File: src/rtl/alu_exec_defs.sv
// Shared definitions for the alu_exec_unit execute block: opcodes, FSM state
// encoding, flag bit positions and iterative-datapath mode encoding.
package alu_exec_defs;

   localparam logic [3:0] OpNop = 4'h0;
   localparam logic [3:0] OpAdd = 4'h1;
   localparam logic [3:0] OpSub = 4'h2;
   localparam logic [3:0] OpMul = 4'h3;
   localparam logic [3:0] OpAnd = 4'h4;
   localparam logic [3:0] OpOr  = 4'h5;
   localparam logic [3:0] OpXor = 4'h6;
   localparam logic [3:0] OpShl = 4'h7;
   localparam logic [3:0] OpShr = 4'h8;
   localparam logic [3:0] OpCmp = 4'h9;
   localparam logic [3:0] OpDiv = 4'hA;

   typedef enum logic [1:0] {
      StIdle = 2'd0,
      StMul  = 2'd1,
      StDiv  = 2'd2,
      StDone = 2'd3
   } state_e;

   // Bit positions inside the {Z,N,C,V} flag vector
   localparam int unsigned FlagZ = 3;
   localparam int unsigned FlagN = 2;
   localparam int unsigned FlagC = 1;
   localparam int unsigned FlagV = 0;

   localparam logic IterMul = 1'b0;
   localparam logic IterDiv = 1'b1;

endpackage

File: src/rtl/alu_exec_iter.sv
// Shared shift/accumulate datapath for the multi-cycle ops: shift-add
// multiplier and (when ALU_EXEC_DIV_EN is defined) restoring divider.
// done_o is high during the final iteration; lo_o/hi_o then present the
// finished result so the caller can register it on that same edge.
module alu_exec_iter
   import alu_exec_defs::*;
#(
   parameter int unsigned DATA_W = 16
) (
   input  logic              clk_i,
   input  logic              rst_ni,
   input  logic              start_i,
   input  logic              mode_i,
   input  logic [DATA_W-1:0] op_a_i,
   input  logic [DATA_W-1:0] op_b_i,
   output logic              done_o,
   output logic [DATA_W-1:0] lo_o,
   output logic [DATA_W-1:0] hi_o
);

   localparam int unsigned CntW = $clog2(DATA_W);

   // hi: partial product / partial remainder; lo: multiplier / dividend-quotient
   logic [DATA_W-1:0] hi_q, hi_d;
   logic [DATA_W-1:0] lo_q, lo_d;
   logic [DATA_W-1:0] opnd_q, opnd_d;
   logic [CntW-1:0]   cnt_q, cnt_d;
   logic              busy_q, busy_d;
   logic [DATA_W-1:0] step_hi, step_lo;
   logic [DATA_W:0]   mul_sum;

`ifdef ALU_EXEC_DIV_EN
   logic              mode_q, mode_d;
   logic [DATA_W:0]   div_shift;
   logic [DATA_W+1:0] div_trial;
   logic              unused_trial;
   // A non-negative trial is always below the divisor, so its bit DATA_W is zero
   assign unused_trial = div_trial[DATA_W];
`else
   logic              unused_mode;
   assign unused_mode = mode_i;
`endif

   assign done_o = busy_q && (cnt_q == CntW'(DATA_W - 1));
   assign lo_o   = step_lo;
   assign hi_o   = step_hi;

   // One iteration of the selected algorithm
   always_comb begin
      mul_sum = {1'b0, hi_q} + (lo_q[0] ? {1'b0, opnd_q} : '0);
      step_hi = mul_sum[DATA_W:1];
      step_lo = {mul_sum[0], lo_q[DATA_W-1:1]};
`ifdef ALU_EXEC_DIV_EN
      div_shift = {hi_q, lo_q[DATA_W-1]};
      div_trial = {1'b0, div_shift} - {2'b00, opnd_q};
      if (mode_q == IterDiv) begin
         if (div_trial[DATA_W+1]) begin
            step_hi = div_shift[DATA_W-1:0];
            step_lo = {lo_q[DATA_W-2:0], 1'b0};
         end else begin
            step_hi = div_trial[DATA_W-1:0];
            step_lo = {lo_q[DATA_W-2:0], 1'b1};
         end
      end
`endif
   end

   // Load on start, then iterate DATA_W times
   always_comb begin
      hi_d   = hi_q;
      lo_d   = lo_q;
      opnd_d = opnd_q;
      cnt_d  = cnt_q;
      busy_d = busy_q;
`ifdef ALU_EXEC_DIV_EN
      mode_d = mode_q;
`endif
      if (start_i) begin
         hi_d   = '0;
         cnt_d  = '0;
         busy_d = 1'b1;
`ifdef ALU_EXEC_DIV_EN
         mode_d = mode_i;
         if (mode_i == IterDiv) begin
            lo_d   = op_a_i;
            opnd_d = op_b_i;
         end else begin
            lo_d   = op_b_i;
            opnd_d = op_a_i;
         end
`else
         lo_d   = op_b_i;
         opnd_d = op_a_i;
`endif
      end else if (busy_q) begin
         hi_d   = step_hi;
         lo_d   = step_lo;
         cnt_d  = cnt_q + 1'b1;
         busy_d = !done_o;
      end
   end

   // Datapath registers
   always_ff @(posedge clk_i or negedge rst_ni) begin
      if (!rst_ni) begin
         hi_q   <= '0;
         lo_q   <= '0;
         opnd_q <= '0;
         cnt_q  <= '0;
         busy_q <= 1'b0;
`ifdef ALU_EXEC_DIV_EN
         mode_q <= IterMul;
`endif
      end else begin
         hi_q   <= hi_d;
         lo_q   <= lo_d;
         opnd_q <= opnd_d;
         cnt_q  <= cnt_d;
         busy_q <= busy_d;
`ifdef ALU_EXEC_DIV_EN
         mode_q <= mode_d;
`endif
      end
   end

endmodule

File: src/rtl/alu_exec_unit.sv
// Valid/ready handshaked execute unit. Single-cycle ops complete in one cycle;
// MUL (and DIV when ALU_EXEC_DIV_EN is defined) run DATA_W cycles through
// alu_exec_iter. Results are held in DONE until write-back accepts them.
module alu_exec_unit
   import alu_exec_defs::*;
#(
   parameter int unsigned DATA_W = 16,
   parameter int unsigned TAG_W  = 8
) (
   input  logic              Clock,
   input  logic              Reset,
   input  logic              iValid,
   output logic              oReady,
   input  logic [3:0]        iOperation,
   input  logic [DATA_W-1:0] iOperandA,
   input  logic [DATA_W-1:0] iOperandB,
   input  logic [TAG_W-1:0]  iDestination,
   output logic              oValid,
   input  logic              iReady,
   output logic [DATA_W-1:0] oResult,
   output logic [DATA_W-1:0] oResultHi,
   output logic [TAG_W-1:0]  oDestination,
   output logic              oWriteEnable,
   output logic [3:0]        oFlags,
   output logic              oIllegal
);

   localparam int unsigned ShW = $clog2(DATA_W);
   localparam int unsigned Msb = DATA_W - 1;

   state_e            state_q, state_d;
   logic              valid_q, valid_d;
   logic [DATA_W-1:0] result_q, result_d;
   logic [DATA_W-1:0] result_hi_q, result_hi_d;
   logic [TAG_W-1:0]  dest_q, dest_d;
   logic              we_q, we_d;
   logic [3:0]        flags_q, flags_d;
   logic              illegal_q, illegal_d;

   logic              accept;
   logic              iter_start, iter_mode, iter_done;
   logic [DATA_W-1:0] iter_lo, iter_hi;

   logic [DATA_W-1:0] sc_result;
   logic [3:0]        sc_flags;
   logic              sc_we, sc_illegal, sc_c, sc_v, sc_upd;
   logic [ShW-1:0]    shamt;
   logic [DATA_W:0]   sum_ext, diff_ext, shl_ext, shr_ext;

`ifdef ALU_EXEC_DIV_EN
   logic              dvz_q, dvz_d;
`endif

   assign oReady       = (state_q == StIdle) || ((state_q == StDone) && iReady);
   assign accept       = iValid && oReady;
   assign oValid       = valid_q;
   assign oResult      = result_q;
   assign oResultHi    = result_hi_q;
   assign oDestination = dest_q;
   assign oWriteEnable = we_q;
   assign oFlags       = flags_q;
   assign oIllegal     = illegal_q;

   alu_exec_iter #(
      .DATA_W(DATA_W)
   ) u_iter (
      .clk_i  (Clock),
      .rst_ni (Reset),
      .start_i(iter_start),
      .mode_i (iter_mode),
      .op_a_i (iOperandA),
      .op_b_i (iOperandB),
      .done_o (iter_done),
      .lo_o   (iter_lo),
      .hi_o   (iter_hi)
   );

   // Single-cycle result and flags from the presented operands
   always_comb begin
      sc_result  = '0;
      sc_flags   = flags_q;
      sc_we      = 1'b0;
      sc_illegal = 1'b0;
      sc_c       = 1'b0;
      sc_v       = 1'b0;
      sc_upd     = 1'b1;
      shamt      = iOperandB[ShW-1:0];
      sum_ext    = {1'b0, iOperandA} + {1'b0, iOperandB};
      diff_ext   = {1'b0, iOperandA} - {1'b0, iOperandB};
      // Extra bit catches the last bit shifted out; zero for a zero amount
      shl_ext    = {1'b0, iOperandA} << shamt;
      shr_ext    = {iOperandA, 1'b0} >> shamt;
      case (iOperation)
         OpNop: sc_upd = 1'b0;
         OpAdd: begin
            sc_result = sum_ext[DATA_W-1:0];
            sc_c      = sum_ext[DATA_W];
            sc_v      = (iOperandA[Msb] == iOperandB[Msb]) && (sum_ext[Msb] != iOperandA[Msb]);
            sc_we     = 1'b1;
         end
         OpSub, OpCmp: begin
            sc_result = diff_ext[DATA_W-1:0];
            sc_c      = diff_ext[DATA_W];
            sc_v      = (iOperandA[Msb] != iOperandB[Msb]) && (diff_ext[Msb] != iOperandA[Msb]);
            sc_we     = (iOperation == OpSub);
         end
         OpAnd: begin
            sc_result = iOperandA & iOperandB;
            sc_we     = 1'b1;
         end
         OpOr: begin
            sc_result = iOperandA | iOperandB;
            sc_we     = 1'b1;
         end
         OpXor: begin
            sc_result = iOperandA ^ iOperandB;
            sc_we     = 1'b1;
         end
         OpShl: begin
            sc_result = shl_ext[DATA_W-1:0];
            sc_c      = shl_ext[DATA_W];
            sc_we     = 1'b1;
         end
         OpShr: begin
            sc_result = shr_ext[DATA_W:1];
            sc_c      = shr_ext[0];
            sc_we     = 1'b1;
         end
         default: begin
            sc_upd     = 1'b0;
            sc_illegal = 1'b1;
         end
      endcase
      if (sc_upd) begin
         sc_flags[FlagZ] = (sc_result == '0);
         sc_flags[FlagN] = sc_result[Msb];
         sc_flags[FlagC] = sc_c;
         sc_flags[FlagV] = sc_v;
      end
   end

   // Next state: dispatch on accept, capture multi-cycle results, retire on iReady
   always_comb begin
      state_d     = state_q;
      valid_d     = valid_q;
      result_d    = result_q;
      result_hi_d = result_hi_q;
      dest_d      = dest_q;
      we_d        = we_q;
      flags_d     = flags_q;
      illegal_d   = illegal_q;
      iter_start  = 1'b0;
      iter_mode   = IterMul;
`ifdef ALU_EXEC_DIV_EN
      dvz_d       = dvz_q;
`endif

      if ((state_q == StDone) && iReady) begin
         valid_d = 1'b0;
         state_d = StIdle;
      end

      if (accept) begin
         dest_d = iDestination;
         if (iOperation == OpMul) begin
            iter_start = 1'b1;
            iter_mode  = IterMul;
            valid_d    = 1'b0;
            state_d    = StMul;
         end
`ifdef ALU_EXEC_DIV_EN
         else if (iOperation == OpDiv) begin
            iter_start = 1'b1;
            iter_mode  = IterDiv;
            dvz_d      = (iOperandB == '0);
            valid_d    = 1'b0;
            state_d    = StDiv;
         end
`endif
         else begin
            result_d    = sc_result;
            result_hi_d = '0;
            we_d        = sc_we;
            flags_d     = sc_flags;
            illegal_d   = sc_illegal;
            valid_d     = 1'b1;
            state_d     = StDone;
         end
      end

      if ((state_q == StMul) && iter_done) begin
         result_d       = iter_lo;
         result_hi_d    = iter_hi;
         we_d           = 1'b1;
         illegal_d      = 1'b0;
         flags_d[FlagZ] = ({iter_hi, iter_lo} == '0);
         flags_d[FlagN] = iter_lo[Msb];
         flags_d[FlagC] = (iter_hi != '0);
         flags_d[FlagV] = 1'b0;
         valid_d        = 1'b1;
         state_d        = StDone;
      end

`ifdef ALU_EXEC_DIV_EN
      if ((state_q == StDiv) && iter_done) begin
         result_d       = iter_lo;
         result_hi_d    = iter_hi;
         we_d           = 1'b1;
         illegal_d      = 1'b0;
         flags_d[FlagZ] = (iter_lo == '0);
         flags_d[FlagN] = iter_lo[Msb];
         flags_d[FlagC] = 1'b0;
         flags_d[FlagV] = dvz_q;
         valid_d        = 1'b1;
         state_d        = StDone;
      end
`endif
   end

   // State and registered outputs
   always_ff @(posedge Clock or negedge Reset) begin
      if (!Reset) begin
         state_q     <= StIdle;
         valid_q     <= 1'b0;
         result_q    <= '0;
         result_hi_q <= '0;
         dest_q      <= '0;
         we_q        <= 1'b0;
         flags_q     <= '0;
         illegal_q   <= 1'b0;
`ifdef ALU_EXEC_DIV_EN
         dvz_q       <= 1'b0;
`endif
      end else begin
         state_q     <= state_d;
         valid_q     <= valid_d;
         result_q    <= result_d;
         result_hi_q <= result_hi_d;
         dest_q      <= dest_d;
         we_q        <= we_d;
         flags_q     <= flags_d;
         illegal_q   <= illegal_d;
`ifdef ALU_EXEC_DIV_EN
         dvz_q       <= dvz_d;
`endif
      end
   end

endmodule

File: config.mk
export PLATFORM = sky130hd
export DESIGN_NAME = alu_exec_unit
export DESIGN_NICKNAME = d
export VERILOG_FILES = /design/src/rtl/alu_exec_defs.sv /design/src/rtl/alu_exec_iter.sv /design/src/rtl/alu_exec_unit.sv
export SDC_FILE = /design/constraint.sdc
export NUM_CORES = 1
export LEC_CHECK = 0
export CORE_AREA = 2 2 162 117
export CTS_CLUSTER_DIAMETER = 60
export DETAILED_ROUTE_END_ITERATION = 6
export DIE_AREA = 0 0 164 119
export PLACE_DENSITY = 0.8
export REMOVE_ABC_BUFFERS = 1
export SYNTH_ARGS = -nofsm -noshare
export SYNTH_HDL_FRONTEND = slang
export SYNTH_SLANG_ARGS = --single-unit
File: constraint.sdc
create_clock -name Clock -period 3 [get_ports Clock]
set_clock_uncertainty 0.05 [all_clocks]
set_input_delay 0.3 -clock Clock [delete_from_list [all_inputs] [get_ports Clock]]
set_output_delay 0.3 -clock Clock [all_outputs]
set_load 0.01 [all_outputs]
Word-level counts from Yosys, hierarchy flattened
Cells that the tools add are included.
- flip-flop bits (word level): 102
- input port bits: 48
- output and inout port bits: 48
- word-level logic and storage cells: 103
- add/sub/neg operators: 4
- equality and inequality tests: 17
- shifts and indexed selects: 2
- mux-type cells: 41
- bitwise operators: 3
- reduce and logical (&&, ||, !) cells: 23
- operators by type and width (operator ; number):
    $mux 16 ; 11
    $pmux 16 s7 ; 1
    $logic_not 32->1 ; 1
    $mux 4 ; 6
    $add 16x16->17 ; 1
    $add 16x17->17 ; 1
    $shl 16x4->17 ; 1
    $shr 17x4->17 ; 1
    $sub 16x16->17 ; 1
    $and 16x16->16 ; 1
    $eq 4x3->1 const B ; 4
    $logic_not 16->1 ; 1
    $mux 1 ; 16
    $or 16x16->16 ; 1
    $reduce_bool 16->1 ; 1
    $xor 16x16->16 ; 1
    $eq 4x4->1 const B ; 3
    $reduce_or 9->1 ; 1
    $eq 4x2->1 const B ; 2
    $mux 2 ; 4
    $reduce_or 8->1 ; 1
    $logic_and 1x1->1 ; 6
    $reduce_bool 2->1 ; 3
    $reduce_or 6->1 ; 1
    17 further kinds ; 20

Logic depth before layout (Yosys ltp)
- depth after elaboration: 8
- mapped depth: 14
- gate-level depth less buffers: 13

Hierarchy
Synthesis repeated with hierarchy kept, for this count alone.
- cells, all modules: 1156
- area total of the unflattened synthesis: 9854.5 um^2
- by module, submodules not included (module ; instances ; cells each ; area an instance (um^2)):
    alu_exec_unit ; 1 ; 802 ; 6525.0
    alu_exec_iter ; 1 ; 354 ; 3329.4

Worst setup path before layout
Ideal clock, no wire load.
- path kind: input port to flip-flop
- start point: in iOperandB[2]
- end point: reg flags_q[3] (netlist: oFlags[3])
- library setup time: 0.065 ns
- data arrival time: 3.170 ns
- required time: 2.885 ns
- slack: -0.285 ns
- stages: 14
- buffers on the path: 3
- cell sequence: clkbuf_1 inv_1 buf_2 clkbuf_1 ha_1 nand2b_1 a211oi_1 o32ai_1 a221o_1 a21o_1 nor4_1 nand4_1 nor3_2 a31o_1
- longest elaborated chain between the ends: 7
- elaborated cells on any way between the ends: 13
- those cells by class: 2 x add/sub; 2 x shift; 5 x mux; 3 x bitwise; 1 x reduce/logical
- ends and longest elaborated chain (element ; RTL line ; source):
    from (decl) ; alu_exec_unit.sv:16 ; input logic [DATA_W-1:0] iOperandB,
    $sub 16x16->17 (tied with other cells) ; alu_exec_unit.sv:89 ; diff_ext = {1'b0, iOperandA} - {1'b0, iOperandB};
    $pmux 16 s7 (*) ; alu_exec_unit.sv:93 ; case (iOperation)
    $logic_not 16->1 (*) ; alu_exec_unit.sv:135 ; sc_flags[FlagZ] = (sc_result == '0);
    $mux 4 (*) ; alu_exec_unit.sv:134 ; if (sc_upd) begin
    $mux 4 (*) ; alu_exec_unit.sv:165 ; if (iOperation == OpMul) begin
    $mux 4 (*) ; alu_exec_unit.sv:163 ; if (accept) begin
    $mux 4 (*) ; alu_exec_unit.sv:191 ; if ((state_q == StMul) && iter_done) begin
    to (signal assigned) ; alu_exec_unit.sv:241 ; flags_q <= flags_d;
    to (decl) ; alu_exec_unit.sv:37 ; logic [3:0] flags_q, flags_d;
Every way passes the cells marked *; elsewhere a longest branch is shown, timed or not. The select of a mux whose other input is x is not followed.
A chain may end at the register's enable or synchronous reset.

Worst setup path in the final report
- start point: reg u_iter.lo_q[0]
- end point: reg flags_q[3] (netlist: oFlags[3])
- longest elaborated chain between the ends: 4
- ends and longest elaborated chain (element ; RTL line ; source):
    from (decl) ; alu_exec_iter.sv:25 ; logic [DATA_W-1:0] lo_q, lo_d;
    from (signal assigned) ; alu_exec_iter.sv:116 ; lo_q <= lo_d;
    $mux 16 ; alu_exec_iter.sv:50 ; mul_sum = {1'b0, hi_q} + (lo_q[0] ? {1'b0, opnd_q} : '0);
    $add 16x17->17 ; alu_exec_iter.sv:50 ;
    $logic_not 32->1 ; alu_exec_unit.sv:196 ; flags_d[FlagZ] = ({iter_hi, iter_lo} == '0);
    $mux 4 ; alu_exec_unit.sv:191 ;
No other way between the ends.

==> results.py <==
metrics = {
    "timing": {
        "final_max_slew_viol_count": 0,
        "hold_violations": 0,
        "max_freq_ghz": 0.3124,
        "relSlewSlack": 0.5013,
        "finalSetupViolCount": 2,
        "layout_setup_ws_ns": -0.2014,
        "layout_min_cycle_time_ns": 3.201,
        "rsz0062_at_grt": "yes",
        "worst_pin_slew_ns": 0.7480,
        "period_share": 1.067,
    },
    "die": {
        "fp.dieArea_um2": 19520,
        "start_util": 0.5132,
        "core_area_um2": 18240,
        "die_w_um": 164,
        "die_y_um": 119,
        "fp-row-count": 42,
        "pin_count": 96,
    },
    "critical_path": {
        "worstSetupPathType": "reg -> reg",
        "cp.required_ns": 3.18,
        "startpoint_type": "flop",
        "cp.arrival_ns": 3.38,
        "end_kind": "flop",
        "critPathMaxFanout": 12,
    },
    "routing": {
        "avgViaCountPerCell": 6.173,
        "drt-total-wl_um": 37990,
        "via_count": 10410,
        "ant_nets": 0,
        "drc": 0,
        "drtPass1Iterations": 6,
        "detail_route.wl_per_cell_um": 22.53,
        "drt-initial-drc-count": 1284,
    },
    "finish": {
        "layout_commonest_cell": "buf_4",
        "nets": 1558,
        "final_cell_mix": "buf_4, nand2_1, dfrtp_1",
        "syn2layout_area_growth_pct": 44.62,
        "layout-drive-gt1-share": 0.3153,
        "stdcell_area_um2": 13530,
    },
    "clock_tree": {
        "cts_tree": "yes",
        "cts.reportedPaths.clkPinSlew_ns": 0.07,
        "clkSinkCount": 101,
        "ctsRootBufferMaster": "clkbuf_16",
        "numCtsBuffers": 9,
        "htreeDepth": 3,
        "clkLatencyLatePin_ns": 0.34,
        "clock_path_buffers": 2,
    },
    "power_and_ir_drop": {
        "ir_drop_mv": 0.3885,
        "cellLeakagePower_nw": 6.210,
        "pwr_density_cell_nw_per_um2": 448.4,
    },
    "synth": {
        "synth_compound_area_frac": 0.2258,
        "yosys.area_share.simple": 0.1782,
        "synthArstFlopShare": 1.000,
        "synth-xor-area-share": 0.01591,
        "ys_seq_elements": 101,
        "synth_edf_count": 0,
        "synth_area_um2": 9358,
        "synth-warning-count": 0,
        "ys.flop_type": "dfrtp_1",
        "synth_top_family_by_area": "compound AO/OA/AOI/OAI gates",
        "synthAdderAreaFrac": 0.09868,
        "syn_avg_cell_area_um2": 8.546,
        "yosys-mux-area-fraction": 0.1528,
        "yosysSeqAreaShare": 0.2701,
        "netlist_instances": 1095,
        "synthDistinctLibCells": 81,
    },
    "placed_design": {
        "pre_cts_ws_ns": -0.5631,
        "io_buffers": 95,
        "place_hpwl_um": 29090,
        "placed_area_um2": 12650,
        "place.gp.congestion": 0.9992,
    },
    "global_route": {
        "antenna_found_initial": 1,
        "grt_pass1_vias": 10180,
        "grt_overflow": 0,
        "grt_max_degree": 57,
        "grt_use_total": 0.3805,
        "grt_pass1_wl_um": 56970,
    },
    "run_status": {
        "status": "finished with violations",
        "failed_checks": "setup timing",
    },
    "hold_path": {
        "hp-class": "in -> reg",
    },
    "job": {
        "cap_viol_max_count": 0,
    },
}
[routing by layer]
| metal | global-route usage | share of wire | vias up |
|---|---|---|---|
| met5 | 0 | 0 | - |
| met4 | 0.08059 | 0.024 | 0 |
| met3 | 0.1041 | 0.10 | 65 |
| met2 | 0.5662 | 0.43 | 547 |
| met1 | 0.5529 | 0.44 | 5064 |
| li1 | - | - | 4731 |
[synthesized netlist by cell type, types with 9 or more instances]
master,n,area (um2)
a211oi_1,13,97.59
nor4_1,10,62.56
nor3_1,28,140.1
a21oi_1,44,220.2
o21ai_1,9,45.04
ha_1,69,863.3
mux4_2,16,360.4
a221oi_1,9,78.83
nand3_1,26,130.1
inv_1,61,229.0
buf_2,14,70.07
xnor2_1,9,78.83
a31oi_1,10,62.56
o22ai_1,18,112.6
and2_1,22,137.6
a21o_1,13,97.59
o31ai_1,10,75.07
nor2b_1,14,87.58
dfrtp_1,101,2527
or3_1,12,75.07
mux2_2,19,214.0
nor2_1,76,285.3
a22oi_1,19,142.6
o21ai_0,69,345.3
clkbuf_1,50,187.7
nand2_1,115,431.7
mux2i_1,75,750.7
[registers in the layout, summed over array words and instances, names as in the netlist, 2 cells and up]
signal	count
oResultHi	16
u_iter.cnt_q	4
u_iter.lo_q	16
oDestination	8
oResult	16
u_iter.opnd_q	16
oFlags	4
u_iter.hi_q	16
state_q	2
[final cells by class]
| class | count | area, um2 |
|---|---|---|
| antenna | 1 | 2.502 |
| sequential | 101 | 2530 |
| tap | 242 | 302.8 |
| clock buffer | 11 | 232.7 |
| timing repair buffer | 403 | 3387 |
| multi-input combinational | 861 | 6760 |
| clock inverter | 5 | 85.08 |
| inverter | 62 | 232.7 |
| fill | 1333 | 4702 |
[kinds of logic (layout without fill, tap and decap cells)]
kind of cell,Yosys count,after routing
muxes,119,119
AOI/OAI and AO/OA,308,308
adders and majority gates,72,72
buffers and inverters,133,481
xor gates and xnor gates,17,17
DFF,101,101
other,0,1
and+or+nand+nor,345,345
[what timing repair did]
item / in CTS / in global routing
setup buffers: 4 / 2
pin swaps: 15 / 19
cloned: 0 / 0
setup endpoints to repair: 7 / 14
hold endpoints to repair: 55 / 0
gates resized for setup: 27 / 85
hold buffers: 1 / 0
[path summary, 6_finish.rpt]
| check | start | end | slack, ns | cells past startpoint |
|---|---|---|---|---|
| min in group asynchronous | Reset | oDestination[3] | 0.50 | 2 |
| hold / removal | iOperandB[8] | u_iter.lo_q[8] | 0.33 | 4 |
| setup reg to reg | u_iter.lo_q[0] | oFlags[3] | -0.20 | 15 |
| hold reg to reg | u_iter.opnd_q[3] | u_iter.opnd_q[3] | 0.44 | 2 |
| max in group asynchronous | Reset | u_iter.hi_q[14] | 1.66 | 3 |
| setup / recovery | u_iter.lo_q[0] | oFlags[3] | -0.20 | 15 |
[worst max-delay path, stage by stage, from the launching register on]
cell	delay, ns
dfrtp_2	0.45
buf_6	0.16
and2_1	0.15
ha_1	0.33
a21oi_1	0.17
o21ai_1	0.14
buf_4	0.18
a31oi_2	0.21
o31ai_2	0.12
buf_4	0.15
a2111oi_1	0.36
buf_4	0.19
nor3_1	0.04
nand4_1	0.14
o21ai_1	0.07
a31o_1	0.18
[report_power, final]
group	internal, W	leakage, nW	switching [W]
clock network	0.000736	0.150	0.000526
registers	0.00161	1.20	0.000252
logic	0.00144	4.86	0.00151
[stage by stage]
step	hold slack, ns	utilization	setup TNS (ns)	cells	power (W)
floorplan	-0.04559	-	-104.51	1024	0.003157
global placement	0.3457	0.6938	-4.319	1662	0.004409
detailed placement	0.3528	0.6938	-4.824	1662	0.004494
CTS	0.4348	0.7211	-0.3142	1683	0.005816
global route	0.3376	0.7420	-0.6596	1685	0.006360
finish	0.3333	0.7421	-0.2861	1686	0.006068
Power figures use the tool's default switching activity.
